===== config.mk =====
export PLATFORM = sky130hd
export DESIGN_NAME = buff_fifo
export DESIGN_NICKNAME = d
export VERILOG_FILES = /design/src/rtl/buff_fifo.sv
export SDC_FILE = /design/constraint.sdc
export NUM_CORES = 1
export LEC_CHECK = 0
export BUFFER_PORTS_ARGS = -buffer_cell sky130_fd_sc_hd__buf_2
export CORE_MARGIN = 3
export CORE_UTILIZATION = 54
export DETAILED_ROUTE_END_ITERATION = 10
export GPL_ROUTABILITY_DRIVEN = 0
export PLACE_DENSITY_LB_ADDON = 0.05
export SKIP_CTS_REPAIR_TIMING = 1
export SYNTH_ARGS = -nofsm -noshare
export SYNTH_HDL_FRONTEND = slang
export SYNTH_SLANG_ARGS = --single-unit
export TNS_END_PERCENT = 1

===== constraint.sdc =====
create_clock -name clk -period 2.7 [get_ports clk]
set_clock_uncertainty 0.2 [all_clocks]
set_input_delay 0.27 -clock clk [delete_from_list [all_inputs] [get_ports clk]]
set_output_delay 0.27 -clock clk [all_outputs]
set_load 0.02 [all_outputs]

===== src/rtl/buff_fifo.sv =====
// Parametrised first-word-fall-through valid/ready FIFO with fill level and watermarks.
// Define BUFF_FIFO_FLUSH_EN to enable the synchronous flush input; otherwise flush is ignored.
module buff_fifo #(
    parameter int unsigned DATA_WIDTH    = 8,
    parameter int unsigned DEPTH         = 16,
    parameter int unsigned AFULL_THRESH  = DEPTH - 2,
    parameter int unsigned AEMPTY_THRESH = 2,
    localparam int unsigned LVL_W        = $clog2(DEPTH) + 1
) (
    input  logic                  clk,
    input  logic                  rst,
    input  logic [DATA_WIDTH-1:0] data_i,
    input  logic                  valid_in,
    output logic                  ready_in,
    output logic [DATA_WIDTH-1:0] data_o,
    output logic                  valid_out,
    input  logic                  ready_out,
    input  logic                  flush,
    output logic [LVL_W-1:0]      level,
    output logic                  almost_full,
    output logic                  almost_empty
);

    localparam int unsigned AW    = $clog2(DEPTH);
    localparam int unsigned PTR_W = AW + 1;

    if (DEPTH < 2 || (DEPTH & (DEPTH - 1)) != 0) begin : g_depth_check
        $error("buff_fifo: DEPTH must be a power of two and at least 2");
    end

    logic [DATA_WIDTH-1:0] mem [DEPTH];
    logic [PTR_W-1:0]      wr_ptr;
    logic [PTR_W-1:0]      rd_ptr;
    logic                  full;
    logic                  empty;
    logic                  wr_fire;
    logic                  rd_fire;
    logic                  do_flush;

`ifdef BUFF_FIFO_FLUSH_EN
    assign do_flush = flush;
`else
    logic unused_flush;
    assign unused_flush = flush;
    assign do_flush     = 1'b0;
`endif

    // Wrap bit distinguishes full from empty when the index bits match
    assign empty = (wr_ptr == rd_ptr);
    assign full  = (wr_ptr[AW] != rd_ptr[AW]) && (wr_ptr[AW-1:0] == rd_ptr[AW-1:0]);

    assign ready_in  = !full;
    assign valid_out = !empty;
    assign wr_fire   = valid_in && ready_in;
    assign rd_fire   = valid_out && ready_out;

    assign data_o = mem[rd_ptr[AW-1:0]];

    assign level        = LVL_W'(wr_ptr - rd_ptr);
    assign almost_full  = (level >= LVL_W'(AFULL_THRESH));
    assign almost_empty = (level <= LVL_W'(AEMPTY_THRESH));

    // Storage is not reset; stale writes beyond a flush/reset are unreachable via the pointers
    always_ff @(posedge clk) begin
        if (wr_fire) begin
            mem[wr_ptr[AW-1:0]] <= data_i;
        end
    end

    always_ff @(posedge clk) begin
        if (rst) begin
            wr_ptr <= '0;
            rd_ptr <= '0;
        end else if (do_flush) begin
            wr_ptr <= '0;
            rd_ptr <= '0;
        end else begin
            if (wr_fire) begin
                wr_ptr <= wr_ptr + PTR_W'(1);
            end
            if (rd_fire) begin
                rd_ptr <= rd_ptr + PTR_W'(1);
            end
        end
    end

endmodule


After elaboration in Yosys (flattened, before gate mapping) --
Memories as Yosys holds them, arrays and structs flattened. A register that Yosys moved wholly into a read port is not among the register bits. Cells that the tools add are included.
Cells by class: eq/ne operators 3, reductions and logical operators 5, multiplexer cells 4, add/subtract/negate cells 3, magnitude comparators 2
Operators with widths (number):
- $add A5 B1 Y5 const B | 2
- $mux W4 | 2
- $eq A5 B5 Y1 | 1
- $ge A5 B4 Y1 const B | 1
- $le A5 B2 Y1 const B | 1
- $sub A5 B5 Y5 | 1
- $eq A4 B4 Y1 | 1
- $logic_and A1 B1 Y1 | 3
- $logic_not A1 Y1 | 2
- $mux W1 | 2
- $ne A1 B1 Y1 | 1
Storage, ports and cells: logic and storage cells 20, memory bits (writable) 128, input port bits 13, flip-flop bits (word level) 10, memories 1, output and inout port bits 17
Memory list:
- mem | depth 16, bits a word 8, read ports 1, clocked after Yosys merged registers in 1, write ports 1, RTL line 31 | logic [DATA_WIDTH-1:0] mem [DEPTH];

Logic depth before layout (Yosys ltp) --
Gate-level depths: netlist (run 1).
depth after elaboration 6, gate-level depth with buffers 8, depth with buffers taken out 8

Worst setup path after synthesis (run 1) --
OpenSTA, ideal clock, no wires.
kind flip-flop to flip-flop, start point register rd_ptr[2], end point memory mem[0][0], enable pin, clock period less this slack 2.694 ns, arrival time 2.111 ns, path slack 0.006 ns, library setup time 0.383 ns, stages on the path, launching flop included 8, data required time 2.117 ns, buffers on the path 1, cells stage by stage dfxtp_1 -> inv_1 -> ha_1 -> and4_1 -> buf_2 -> nand2_1 -> nand3_1 -> nor3_1
On the way: longest elaborated chain between the ends 6
RTL lines:
- start, declared | RTL line 33 | logic [PTR_W-1:0] rd_ptr;
- start signal, assigned | RTL line 82 | rd_ptr <= rd_ptr + PTR_W'(1);
- $eq A4 B4 Y1 | RTL line 50 | assign full = (wr_ptr[AW] != rd_ptr[AW]) && (wr_ptr[AW-1:0] == rd_ptr[AW-1:0]);
- $logic_and A1 B1 Y1 | RTL line 50
- $logic_not A1 Y1 | RTL line 52 | assign ready_in = !full;
- via ready_in | RTL line 14 | output logic ready_in,
- $logic_and A1 B1 Y1 | RTL line 54 | assign wr_fire = valid_in && ready_in;
- $mux W1 | RTL line 65 | if (wr_fire) begin
- $mux W1 (not written as such) | RTL line 66 | mem[wr_ptr[AW-1:0]] <= data_i;
- end, declared | RTL line 31
The timed path passes the listed nets, and every way through them passes these cells.

Worst setup path after layout (run 1) --
start point register rd_ptr[0], end point output almost_empty
On the way: longest elaborated chain between the ends 2
RTL lines:
- $sub A5 B5 Y5 | RTL line 59 | assign level = LVL_W'(wr_ptr - rd_ptr);
- $le A5 B2 Y1 | RTL line 61 | assign almost_empty = (level <= LVL_W'(AEMPTY_THRESH));
- end, declared | RTL line 21 | output logic almost_empty
No other way between the ends.

==> flow_metrics.tcl, run 1 <==
set metrics [dict create \
    die_y_um 108.5 \
    peakVddDrop_mv 0.5394 \
    finalSetupViolations 2 \
    cp.arrival_ps 2410 \
    rsz0062_at_grt "true" \
    fin_crit_ps 2880 \
    r2r-end "mem[2][1]$_DFFE_PP_" \
    status "complete, but fails checks" \
    grt.total_usage_pct 21.01 \
    fillCellCount 674 \
    reg2reg_depth 6 \
    worstSetupPathType "flop to output port" \
    row_count 36 \
    n_antenna_cell 0 \
    min_from "rd_ptr[3]$_SDFFE_PP0N_" \
    clk_latency_ps 520 \
    wl_per_cell_um 21.24 \
    cap_viol_max_count 0 \
    holdPathStages 2 \
    syn_area_sq_um 5675 \
    finish.utilization_pct 69.57 \
    switching_share_pct 22.93 \
    port_buffers 28 \
    fin_crit_sh_pct 106.7 \
    multiInputGateArea_sq_um 1540 \
    clk_pin_slew_worst_paths_ps 60 \
    htree_levels 4 \
    dp_worst_setup_slack_ps 178.7 \
    final_common_cell "edfxtp_1" \
    cts_sinks 142 \
    grt_pass1_wl_um 17220 \
    numCtsBuffers 17 \
    reg2reg_slack_ps 220 \
    die_w_um 108.5 \
    grt_overflow 0 \
    synth_edf_count 128 \
    r2r-start "wr_ptr[3]$_SDFFE_PP0P_" \
    hold_path_class "flop to flop" \
    ys_warn_count 0 \
    regArea_sq_um 4130 \
    dieArea_sq_um 11780 \
    drt_iter0_markers 169 \
    dr.pass1.iters 4 \
    violations "setup timing" \
    cts_tree "built" \
    drv_slew 0 \
    power_frac_comb_pct 15.4 \
    p_leak_nw 2.354 \
    power_density_nw_per_um2 809.4 \
    dpl.hpwl_um 6865 \
    synth_top_area_share_pct 67.72 \
    power.switching_mw 1.291 \
    max-clock-path-buffers 2 \
    syn_area_per_cell_sq_um 18.67 \
    antenna_left 0 \
    via_per_inst 5.669 \
    hold_slack_ps 322.7 \
    antenna_found_initial 0 \
    cpPeakStageDelay_ps 400 \
    drive_gt1_share_pct 36.41 \
    slew_headroom_pct 52.51 \
    total_power_mw 5.630 \
    start_util_pct 56.76 \
    ys_seq_area_share_pct 72.66 \
    clock.fmax_mhz 347.2 \
    syn_inst 304 \
    finalSetupTns_ps -235.2 \
    grt_max_degree 33 \
    yosys.area.top_type "edfxtp_1" \
    p_seq_share_pct 43.7 \
    core-area_sq_um 10000 \
    yosys-top-cells-area "edfxtp_1 (68%), mux4_2 (13%), dfxtp_1 (4.9%), a22oi_1 (2.1%), ha_1 (2.0%)" \
    worstSetupStartpointType "flop" \
    p_int_mw 4.339 \
    layout_common_cells "edfxtp_1 (128), mux4_2 (32), buf_2 (28)" \
    ys_dominant_reg_cell "edfxtp_1" \
    crit_path_cell_trace "ha_4, inv_2, fa_2, a21o_1, a21oi_2, xnor2_2, a2111oi_2, buf_2" \
    worstMarginPinSlew_ps 707.3 \
    grt_pass1_vias 3055 \
    synth-seq-cells 142 \
    area_delta_synth_final_pct 22.57 \
    remaining_drc_errors 0 \
    ys_types 34 \
    hold_viol 0 \
    root_buffer "clkbuf_8" \
    vias 2965 \
    critPathSlowestCell "dfxtp_2" \
    clkPwrFrac_pct 40.9 \
    fin_nets 400 \
    async_flop_share_pct 0 \
    layout_setup_ws_ps -180.3 \
    ios 30 \
    crit_fanout 4 \
    synth_nets 327 \
    worstPathRequired_ps 2230 \
    cp-end-kind "output port" \
    wl_um 11110 \
]
[metal layers]
metal | vias up | wire length, um | global-route usage [%] | part of all wire [%]
met1 | 1524 | 4650 | 27.17 | 42
li1 | 1359 | - | - | -
met4 | 0 | 114 | 6.673 | 1.0
met3 | 11 | 574 | 5.672 | 5.2
met5 | - | 0 | 0 | 0
met2 | 71 | 5768 | 34.95 | 52
[logic make-up (layout without fill, tap and decap cells)]
group	after synthesis	count (layout)	share of synthesized area, %
buffers and inverters	21	107	1.653
flip-flops	142	142	72.66
adder cells (fa/ha/maj)	10	10	2.337
AND/OR/NAND/NOR	54	54	4.211
multiplexers	33	33	12.87
AO/OA/AOI/OAI	32	32	4.277
XOR/XNOR	12	12	1.984
[power groups by stage]
stage | combinational [mW] | sequential [mW] | clock, mW
floorplan | 0.598 | 2.49 | 0
global placement | 0.800 | 2.50 | 0
detailed placement | 0.809 | 2.50 | 0
CTS | 0.816 | 2.46 | 2.34
global route | 0.938 | 2.46 | 2.44
finish | 0.865 | 2.46 | 2.30
[worst max path at each step]
stage	endpoint	slack [ps]	from	cells after the start
after floorplan	mem[0][0]$_DFFE_PP_	6	rd_ptr[2]$_SDFFE_PP0N_	7
after global placement	almost_empty	230	wr_ptr[0]$_SDFFE_PP0P_	9
after detailed placement	almost_empty	180	wr_ptr[0]$_SDFFE_PP0P_	9
after CTS	almost_empty	-390	wr_ptr[0]$_SDFFE_PP0P_	9
after global routing	almost_empty	-300	wr_ptr[0]$_SDFFE_PP0P_	9
final	almost_empty	-180	rd_ptr[0]$_SDFFE_PP0N_	8
[synthesized netlist by cell type, types with 3 or more instances]
| cell type | number |
|---|---|
| mux4_2 | 32 |
| edfxtp_1 | 128 |
| a21oi_1 | 5 |
| xnor2_1 | 6 |
| a22oi_1 | 16 |
| nand2_1 | 15 |
| inv_1 | 7 |
| buf_2 | 3 |
| o21ai_0 | 3 |
| buf_4 | 3 |
| ha_1 | 9 |
| dfxtp_1 | 14 |
| xor2_1 | 5 |
| nor2_1 | 21 |
| nand3_1 | 5 |
| clkbuf_1 | 3 |
| nor3_1 | 4 |
| buf_1 | 5 |
[cell type report]
class	instances	share of cell area, %
clock inverter	7	1.601
tap	133	2.392
sequential	142	59.37
inverter	7	0.4137
multi-input combinational	141	22.14
timing repair buffer	68	7.122
clock buffer	25	6.960
[state kept, by name, indices dropped and copies added (netlist names), named ones only]
signal and flops:
mem 128, rd_ptr 5, wr_ptr 5
[worst max-delay path: cells and delay by family, from the launching register on]
kind | cells | cell delay (ps)
fa+ha+maj | 2 | 500
buf+inv | 2 | 260
compound gates | 3 | 630
xor+xnor | 1 | 110
flops | 1 | 400
[metrics by stage]
| step | instance area [sq um] | std cells |
|---|---|---|
| detailed placement | 6113 | 474 |
| finish | 6957 | 523 |
| global route | 6957 | 523 |
| CTS | 6709 | 506 |
| global placement | 6113 | 474 |
| floorplan | 5675 | 304 |
Note: power is estimated with default switching activity, not from simulation.
==> run 2: changes to the inputs <==
==> constraint.sdc (replaced) <==
create_clock -name clk -period 2.7 [get_ports clk]
set_clock_uncertainty 0.2 [all_clocks]
set_input_delay 0.27 -clock clk [delete_from_list [all_inputs] [get_ports clk]]
set_output_delay 0.27 -clock clk [all_outputs]
set_load 0.1 [all_outputs]
==> run 2 against run 1 <==
The run still ends with setup timing left. Critical path type unchanged. Sequential cell count unchanged. Sequential power about the same. Die area unchanged. Largest power group unchanged. Wire length up 2.2%. Critical endpoint unchanged. Global-route usage up 0.46 points.
==> flow_metrics.tcl, run 2 (synthesis gave the netlist of run 1 again) <==
set metrics [dict create \
    status "complete, but fails checks" \
    violations "setup timing" \
    peakVddDrop_mv 1.008 \
    clk_latency_ps 520 \
    numCtsBuffers 17 \
    dpl.hpwl_um 6709 \
    worstSetupStartpointType "flop" \
    worstMarginPinSlew_ps 846.0 \
    cts_sinks 142 \
    wl_um 11350 \
    hold_viol 0 \
    hold_slack_ps 312.1 \
    n_antenna_cell 0 \
    grt_pass1_wl_um 17510 \
    slew_headroom_pct 43.19 \
    vias 2946 \
    cp-end-kind "output port" \
    wl_per_cell_um 21.91 \
    finalSetupTns_ps -606.2 \
    core-area_sq_um 10000 \
    area_delta_synth_final_pct 26.23 \
    cp.arrival_ps 2510 \
    final_common_cell "edfxtp_1" \
    grt.total_usage_pct 21.47 \
    drive_gt1_share_pct 37.92 \
    worstPathRequired_ps 2230 \
    dieArea_sq_um 11780 \
    crit_fanout 4 \
    ios 30 \
    via_per_inst 5.687 \
    fin_crit_ps 2976 \
    grt_overflow 0 \
    start_util_pct 56.76 \
    layout_common_cells "edfxtp_1 (128), mux4_2 (32), buf_4 (25)" \
    dp_worst_setup_slack_ps 104.8 \
    row_count 36 \
    die_y_um 108.5 \
    fin_area_sq_um 7164 \
    power_density_nw_per_um2 905.9 \
    htree_levels 4 \
    layout_setup_ws_ps -276.4 \
    placed_area_sq_um 6310 \
    cts_tree "built" \
    dr.pass1.iters 4 \
    max-clock-path-buffers 2 \
    reg2reg_depth 7 \
    reg2reg_slack_ps 360 \
    worstSetupPathType "flop to output port" \
    root_buffer "clkbuf_8" \
    hold_path_class "flop to flop" \
    min_to "rd_ptr[3]$_SDFFE_PP0N_" \
    fin_crit_sh_pct 110.2 \
    largest_register_ffs 128 \
    port_buffers 28 \
    antenna_left 0 \
    finish.utilization_pct 71.65 \
    remaining_drc_errors 0 \
    fin_nets 397 \
    grt_pass1_vias 3082 \
    r2r-start "rd_ptr[2]$_SDFFE_PP0N_" \
    rsz0062_at_grt "true" \
    cap_viol_max_count 0 \
    p_leak_nw 2.404 \
    die_w_um 108.5 \
    min_from "rd_ptr[3]$_SDFFE_PP0N_" \
    grt_max_degree 33 \
    startpoint "wr_ptr[0]$_SDFFE_PP0P_" \
    clk_pin_slew_worst_paths_ps 60 \
    holdPathStages 2 \
    clock.fmax_mhz 336.0 \
    antenna_found_initial 0 \
    drt_iter0_markers 200 \
    finalSetupViolations 6 \
    r2r-end "mem[2][3]$_DFFE_PP_" \
    drv_slew 0 \
]
-- run 2: cell type report --
type | count | area [sq um]
multi-input combinational | 141 | 1604
timing repair buffer | 65 | 624.3
inverter | 7 | 28.78
clock inverter | 13 | 196.4
clock buffer | 17 | 414.1
fill | 634 | 2835
sequential | 142 | 4130
tap | 133 | 166.4
-- run 2: report_power, final --
group	internal (mW)	total [mW]	switching [mW]	leakage [nW]
Clock	1.57	2.42	0.846	0.296
Combinational	0.584	1.61	1.03	0.836
Sequential	2.44	2.46	0.0260	1.27
Total	4.59	6.49	1.90	2.40
-- run 2: routing by layer --
metal	vias to the layer above	wire length [um]	track usage (%)	part of all wire [%]
met4	0	140	7.124	1.2
li1	1348	-	-	-
met5	-	0	0	0
met3	11	762	6.388	6.7
met2	99	5960	35.22	53
met1	1488	4487	27.71	40
-- run 2: critical path: stages, from the launching register on --
cell,delay (ps)
dfxtp_4,350
inv_4,80
ha_4,130
inv_2,30
fa_2,340
a21o_1,220
a21oi_4,210
xnor2_4,110
a2111oi_4,280
buf_12,220
-- run 2: worst max-delay path by stage --
stage / to / slack (ps)
floorplan: almost_empty / -1320
global placement: almost_empty / 150
CTS: almost_empty / -480
finish: almost_empty / -280
detailed placement: almost_empty / 100
global route: almost_empty / -370
-- run 2: per-stage QoR --
stage / power, mW / std cells
2_1_floorplan: 3.649 / 304
3_3_place_gp: 4.011 / 475
3_5_place_dp: 4.021 / 475
4_1_cts: 6.447 / 505
5_1_grt: 6.690 / 518
6_report: 6.490 / 518
